### config.mk
export PLATFORM = sky130hd
export DESIGN_NAME = axi_rt_cfg_arbiter
export DESIGN_NICKNAME = d
export VERILOG_FILES = /design/src/rtl/axi_rt_cfg_arb_pkg.sv /design/src/rtl/axi_rt_rr_pick.sv /design/src/rtl/axi_rt_cfg_arbiter.sv
export SDC_FILE = /design/constraint.sdc
export NUM_CORES = 1
export LEC_CHECK = 0
export CELL_PAD_IN_SITES_DETAIL_PLACEMENT = 1
export CELL_PAD_IN_SITES_GLOBAL_PLACEMENT = 1
export CORE_AREA = 3 3 200 202
export CTS_CLUSTER_DIAMETER = 150
export DETAILED_ROUTE_END_ITERATION = 8
export DIE_AREA = 0 0 203 205
export GPL_TIMING_DRIVEN = 0
export PLACE_DENSITY_LB_ADDON = 0.1
export REMOVE_ABC_BUFFERS = 1
export SETUP_SLACK_MARGIN = 0.4
export SLEW_MARGIN = 40
export SYNTH_ARGS = -nofsm -noshare
export SYNTH_HDL_FRONTEND = slang
export SYNTH_SLANG_ARGS = --single-unit
### constraint.sdc
create_clock -name clk_i -period 2.48 [get_ports clk_i]
set_input_delay 0.248 -clock clk_i [delete_from_list [all_inputs] [get_ports clk_i]]
set_output_delay 0.248 -clock clk_i [all_outputs]
set_load 0.01 [all_outputs]
### src/rtl/axi_rt_cfg_arb_pkg.sv
// Shared definitions for the RT unit register-bus config arbiter.
//   arb_state_e : arbiter FSM states (idle / request outstanding / response)
//   ABORT_RDATA : read data returned to a requester whose access timed out
package axi_rt_cfg_arb_pkg;

  typedef enum logic [1:0] {
    ST_IDLE = 2'd0,
    ST_REQ  = 2'd1,
    ST_RESP = 2'd2
  } arb_state_e;

  localparam logic [31:0] ABORT_RDATA = 32'h0;

endpackage

### src/rtl/axi_rt_rr_pick.sv
// Combinational rotate-priority picker, reusable by RT arbiters.
// Returns the first set bit of valid_i at or after ptr_i, wrapping modulo NumReq.
//   valid_i : request vector
//   ptr_i   : priority pointer (must be < NumReq)
//   any_o   : at least one request set
//   idx_o   : index of the selected request (0 when any_o is low)
module axi_rt_rr_pick #(
  parameter int unsigned NumReq   = 4,
  parameter int unsigned IdxWidth = 2
) (
  input  logic [NumReq-1:0]   valid_i,
  input  logic [IdxWidth-1:0] ptr_i,
  output logic                any_o,
  output logic [IdxWidth-1:0] idx_o
);

  always_comb begin
    int unsigned cand;
    any_o = 1'b0;
    idx_o = '0;
    cand  = 0;
    for (int unsigned k = 0; k < NumReq; k++) begin
      cand = 32'(ptr_i) + k;
      if (cand >= NumReq) cand = cand - NumReq;
      if (!any_o && valid_i[cand]) begin
        any_o = 1'b1;
        idx_o = IdxWidth'(cand);
      end
    end
  end

endmodule

### src/rtl/axi_rt_cfg_arbiter.sv
// Round-robin arbiter of NumReq register-bus requesters onto the RT unit's
// single cfg port. Request and response are registered; an access stuck in
// REQ for TimeoutCycles cycles is aborted with error=1, rdata=0
// (TimeoutCycles=0 disables the abort).
//   clk_i, rst_i         : clock, synchronous active-high reset
//   req_*_i              : per-requester payload/valid, slice i = requester i
//   req_rdata_o/error_o  : response data, meaningful only with req_ready_o
//   req_ready_o          : one-cycle completion pulse to the winner
//   cfg_*_o / cfg_*_i    : register-bus port towards the RT unit
//   reg_id_o             : winner index, held until the next grant
module axi_rt_cfg_arbiter
  import axi_rt_cfg_arb_pkg::*;
#(
  parameter int unsigned NumReq        = 4,
  parameter int unsigned AddrWidth     = 32,
  parameter int unsigned RegIdWidth    = 2,
  parameter int unsigned TimeoutCycles = 256
) (
  input  logic                      clk_i,
  input  logic                      rst_i,
  input  logic [NumReq*AddrWidth-1:0] req_addr_i,
  input  logic [NumReq*32-1:0]      req_wdata_i,
  input  logic [NumReq*4-1:0]       req_wstrb_i,
  input  logic [NumReq-1:0]         req_write_i,
  input  logic [NumReq-1:0]         req_valid_i,
  output logic [NumReq*32-1:0]      req_rdata_o,
  output logic [NumReq-1:0]         req_error_o,
  output logic [NumReq-1:0]         req_ready_o,
  output logic [AddrWidth-1:0]      cfg_addr_o,
  output logic [31:0]               cfg_wdata_o,
  output logic [3:0]                cfg_wstrb_o,
  output logic                      cfg_write_o,
  output logic                      cfg_valid_o,
  input  logic [31:0]               cfg_rdata_i,
  input  logic                      cfg_error_i,
  input  logic                      cfg_ready_i,
  output logic [RegIdWidth-1:0]     reg_id_o
);

  localparam int unsigned CntWidth =
    (TimeoutCycles > 0) ? $clog2(TimeoutCycles + 1) : 1;

  arb_state_e              state_q, state_d;
  logic [RegIdWidth-1:0]   ptr_q, ptr_d;
  logic [CntWidth-1:0]     cnt_q, cnt_d;
  logic [AddrWidth-1:0]    addr_q, addr_d;
  logic [31:0]             wdata_q, wdata_d;
  logic [3:0]              wstrb_q, wstrb_d;
  logic                    write_q, write_d;
  logic                    valid_q, valid_d;
  logic [RegIdWidth-1:0]   id_q, id_d;
  logic [NumReq*32-1:0]    rdata_q, rdata_d;
  logic [NumReq-1:0]       error_q, error_d;
  logic [NumReq-1:0]       ready_q, ready_d;

  logic                    pick_any;
  logic [RegIdWidth-1:0]   pick_idx;
  logic                    timeout_hit;

  axi_rt_rr_pick #(
    .NumReq  (NumReq),
    .IdxWidth(RegIdWidth)
  ) u_pick (
    .valid_i(req_valid_i),
    .ptr_i  (ptr_q),
    .any_o  (pick_any),
    .idx_o  (pick_idx)
  );

  assign timeout_hit = (TimeoutCycles != 0) &&
                       (cnt_q == CntWidth'(TimeoutCycles - 1));

  always_comb begin
    int unsigned widx;
    int unsigned rid;
    widx    = 32'(pick_idx);
    rid     = 32'(id_q);
    state_d = state_q;
    ptr_d   = ptr_q;
    cnt_d   = cnt_q;
    addr_d  = addr_q;
    wdata_d = wdata_q;
    wstrb_d = wstrb_q;
    write_d = write_q;
    valid_d = valid_q;
    id_d    = id_q;
    // Response outputs default to zero so that ready/rdata/error live for
    // exactly the one RESP cycle after they are loaded.
    rdata_d = '0;
    error_d = '0;
    ready_d = '0;
    case (state_q)
      ST_IDLE: begin
        if (pick_any) begin
          addr_d  = req_addr_i[widx*AddrWidth +: AddrWidth];
          wdata_d = req_wdata_i[widx*32 +: 32];
          wstrb_d = req_wstrb_i[widx*4 +: 4];
          write_d = req_write_i[widx];
          valid_d = 1'b1;
          id_d    = pick_idx;
          ptr_d   = (widx == NumReq - 1) ? '0 : RegIdWidth'(widx + 1);
          cnt_d   = '0;
          state_d = ST_REQ;
        end
      end
      ST_REQ: begin
        cnt_d = cnt_q + CntWidth'(1);
        // Downstream ready takes precedence over a coinciding timeout.
        if (cfg_ready_i) begin
          valid_d                = 1'b0;
          ready_d[id_q]          = 1'b1;
          rdata_d[rid*32 +: 32]  = cfg_rdata_i;
          error_d[id_q]          = cfg_error_i;
          state_d                = ST_RESP;
        end else if (timeout_hit) begin
          valid_d                = 1'b0;
          ready_d[id_q]          = 1'b1;
          rdata_d[rid*32 +: 32]  = ABORT_RDATA;
          error_d[id_q]          = 1'b1;
          state_d                = ST_RESP;
        end
      end
      ST_RESP: begin
        cnt_d   = '0;
        state_d = ST_IDLE;
      end
      default: state_d = ST_IDLE;
    endcase
  end

  always_ff @(posedge clk_i) begin
    if (rst_i) begin
      state_q <= ST_IDLE;
      ptr_q   <= '0;
      cnt_q   <= '0;
      addr_q  <= '0;
      wdata_q <= '0;
      wstrb_q <= '0;
      write_q <= 1'b0;
      valid_q <= 1'b0;
      id_q    <= '0;
      rdata_q <= '0;
      error_q <= '0;
      ready_q <= '0;
    end else begin
      state_q <= state_d;
      ptr_q   <= ptr_d;
      cnt_q   <= cnt_d;
      addr_q  <= addr_d;
      wdata_q <= wdata_d;
      wstrb_q <= wstrb_d;
      write_q <= write_d;
      valid_q <= valid_d;
      id_q    <= id_d;
      rdata_q <= rdata_d;
      error_q <= error_d;
      ready_q <= ready_d;
    end
  end

  assign cfg_addr_o  = addr_q;
  assign cfg_wdata_o = wdata_q;
  assign cfg_wstrb_o = wstrb_q;
  assign cfg_write_o = write_q;
  assign cfg_valid_o = valid_q;
  assign reg_id_o    = id_q;
  assign req_rdata_o = rdata_q;
  assign req_error_o = error_q;
  assign req_ready_o = ready_q;

endmodule

==> flow_metrics.tcl <==
set metrics [dict create \
    path_delay_family "buffers and inverters" \
    multi_input_area_um2 4690 \
    min_period_ns 2.10 \
    ff2ff_path_depth 11 \
    wl_per_cell_um 23.1 \
    die_x_um 203 \
    antenna_left 0 \
    drtIter0Drc 269 \
    clk_pin_slew_worst_paths_ns 0.06 \
    yosysTopAreaCellShare 0.493 \
    synth_cell_types 38 \
    avgViaCountPerCell 4.46 \
    routabilityCongestion 0.771 \
    cp.required_ns 2.91 \
    endpoint_kind "flop" \
    cts_made_buffers 27 \
    syn2layout_area_growth_pct 90.7 \
    grt_pass1_wl_um 60800 \
    seq_area_um2 4430 \
    port_buffers 523 \
    synthArstFlopShare 0 \
    synth-edff-count 0 \
    drv_cap 0 \
    fmax_mhz 477 \
    htreeDepth 1 \
    fin_crit_sh 0.846 \
    gr-total-overflow 0 \
    cts_tree "done" \
    pwr-share-comb 0.275 \
    ios 524 \
    min_path_cells 2 \
    synth.avg_cell_area_um2 11.3 \
    grt_max_degree 51 \
    yosysTopAreaCell "dfxtp_1" \
    cp_data_arrival_time_ns 2.53 \
    hpwl_um 32400 \
    startpoint_type "flop" \
    cts_max_path_buffers 3 \
    r2r-start "ptr_q[1]$_SDFFE_PP0P_" \
    crit_chain "mux2i_1 > nor2_2 > a311oi_4 > buf_6 > buf_8 > buf_8 > buf_12 > buf_12 > buf_12 > mux2i_4 > a221oi_2" \
    internal_power_mw 8.42 \
    seqPwrFrac 0.338 \
    min_to "cnt_q[6]$_SDFFE_PP0P_" \
    hp-start "rst_i" \
    vdd_drop_max_uv 603 \
    final_max_slew_viol_count 0 \
    syn_area_um2 8980 \
    synth_area_leaders "dfxtp_1 (49%), mux2i_1 (16%), and2_1 (9.5%), o21bai_1 (5.8%), a221oi_2 (5.2%)" \
    r2r_end "cfg_addr_o[7]$_SDFFE_PP0P_" \
    cts_root_buffer "clkbuf_16" \
    dp_worst_setup_slack_ns -0.941 \
    cp_slowest_cell "dfxtp_4" \
    crit_buf_inv 6 \
    skew_ns 0.0216 \
    drc 0 \
    grtUsageTotal 0.196 \
    yosys_warnings 0 \
    nFillCells 4169 \
    cts_hold_buf 0 \
    setup_violations 0 \
    die_y_um 205 \
    crit_top_cell "buf_12" \
    setup_tns_ns 0 \
    ys_seq_area_frac 0.493 \
    worst_pin_slew_ns 0.691 \
    p_clk_frac 0.387 \
    path_class "flop to flop" \
    slew_headroom 0.535 \
    synthFlopType "dfxtp_1" \
    synth_seq_cells 221 \
    antenna_found_initial 9 \
    hold_viol 0 \
    first_pass_iters 4 \
    rsz0062_at_grt "yes" \
    cp_max_fo 8 \
    syn-instance-count 796 \
    status "completed" \
    p_per_area_nw_per_um2 674 \
    power_switching_mw 3.11 \
    dr_total_vias 8600 \
    cp_slowest_stage_delay_ns 0.36 \
    sw_frac_of_total 0.270 \
    cts_sinks 221 \
    die_area_um2 41600 \
    clkLatencyLatePin_ns 0.55 \
    coreArea_um2 38500 \
    fin_util 0.445 \
    r2r_setup_slack_ns 0.38 \
    fin_nets 1709 \
    hp-class "input port to flop" \
    timing.hold.ws_ns 0.0761 \
    leakagePower_nw 6.69 \
    drive_above_1_share 0.167 \
    wirelength_um 44500 \
    fin_ws_ns 0.382 \
    grt_pass1_vias 8703 \
    rows 72 \
    start_util 0.233 \
]
==> sequential cells by signal (all words and copies together) (netlist names), 2 cells and up <==
register / cells
req_rdata_o: 128
cfg_addr_o: 32
cfg_wdata_o: 32
cnt_q: 9
cfg_wstrb_o: 4
req_error_o: 4
req_ready_o: 4
ptr_q: 2
reg_id_o: 2
state_q: 2
==> cell type report <==
type / count / share of cell area
antenna: 9 / 0.00132
clock buffer: 35 / 0.0436
clock inverter: 14 / 0.0151
inverter: 5 / 0.00132
multi-input combinational: 516 / 0.274
sequential: 221 / 0.259
tap: 518 / 0.0379
timing repair buffer: 612 / 0.368
==> synth_stat cells, types with 2 or more instances <==
cell type and n:
dfxtp_1 221, mux2i_1 140, and2_1 136, o21bai_1 69
a221oi_1 38, clkbuf_1 38, a221oi_2 31, nor2_1 22
ha_1 10, nand2_1 10, a21oi_1 9, buf_6 9
o21ai_0 6, a22oi_1 5, and3_1 5, buf_2 5
clkbuf_4 5, inv_1 5, nor3_1 4, a211oi_1 3
and4_1 3, nand2b_1 3, a311oi_1 2, buf_12 2
buf_4 2
==> how the worst max path moves through the flow <==
stage | startpoint | to | slack [ns] | depth (start not counted)
2_1_floorplan | req_valid_i[0] | cfg_addr_o[30]$_SDFFE_PP0P_ | -15.61 | 3
3_3_place_gp | req_valid_i[0] | cfg_addr_o[7]$_SDFFE_PP0P_ | -26.94 | 4
6_report | ptr_q[1]$_SDFFE_PP0P_ | cfg_addr_o[7]$_SDFFE_PP0P_ | 0.38 | 11
4_1_cts | ptr_q[1]$_SDFFE_PP0P_ | cfg_addr_o[7]$_SDFFE_PP0P_ | 0.36 | 11
3_5_place_dp | req_valid_i[0] | cfg_addr_o[7]$_SDFFE_PP0P_ | -0.94 | 12
5_1_grt | ptr_q[1]$_SDFFE_PP0P_ | cfg_addr_o[7]$_SDFFE_PP0P_ | 0.28 | 11
==> stage by stage <==
step / std cells / power [mW] / cell area, um^2
final: 1930 / 11.5 / 17100
after global routing: 1926 / 12.1 / 17100
after CTS: 1887 / 11.4 / 16500
after detailed placement: 1815 / 6.60 / 14900
after global placement: 1775 / 6.38 / 14500
after floorplan: 734 / 5.23 / 8610
==> power by group through the flow <==
stage               combinational (mW)  sequential, mW  clock, mW
floorplan                         1.20            4.03          0
finish                            3.17            3.90       4.47
global placement                  2.44            3.94          0
detailed placement                2.63            3.98          0
CTS                               2.87            3.90       4.62
global route                      3.37            3.92       4.77
==> cell families (layout without fill, tap and decap cells) <==
| logic type | Yosys count | after routing | share of synthesized area |
|---|---|---|---|
| buf+inv | 67 | 666 | 0.0428 |
| flops | 221 | 221 | 0.493 |
| simple gates | 189 | 197 | 0.124 |
| other cells | 0 | 9 | 0 |
| compound gates | 168 | 168 | 0.169 |
| mux | 140 | 140 | 0.156 |
| fa+ha+maj | 10 | 10 | 0.0139 |
| xor+xnor | 1 | 1 | 0.000976 |
==> cell usage in the layout, fill, tap and decap left out, drive strengths merged, types with 10 or more instances in the layout <==
cell           instances
ha                    10
clkbuf                39
dfxtp                221
and2                 137
mux2i                140
nand2                 10
o21bai                69
nor2                  22
buf                   86
a221oi                69
clkdlybuf4s50        520
==> layer usage <==
layer / wire length [um] / global-route usage
met4: 906 / 0.0505
met2: 23500 / 0.365
met5: 19 / 0
met1: 17400 / 0.222
met3: 2740 / 0.0489
==> repair_timing <==
item,in CTS,in global routing
endpoints found under the setup margin,200,191
cloned,4,5
pin swaps,11,13
setup buffers,19,29
resized for setup,61,78
Note: power is estimated with default switching activity, not from simulation.
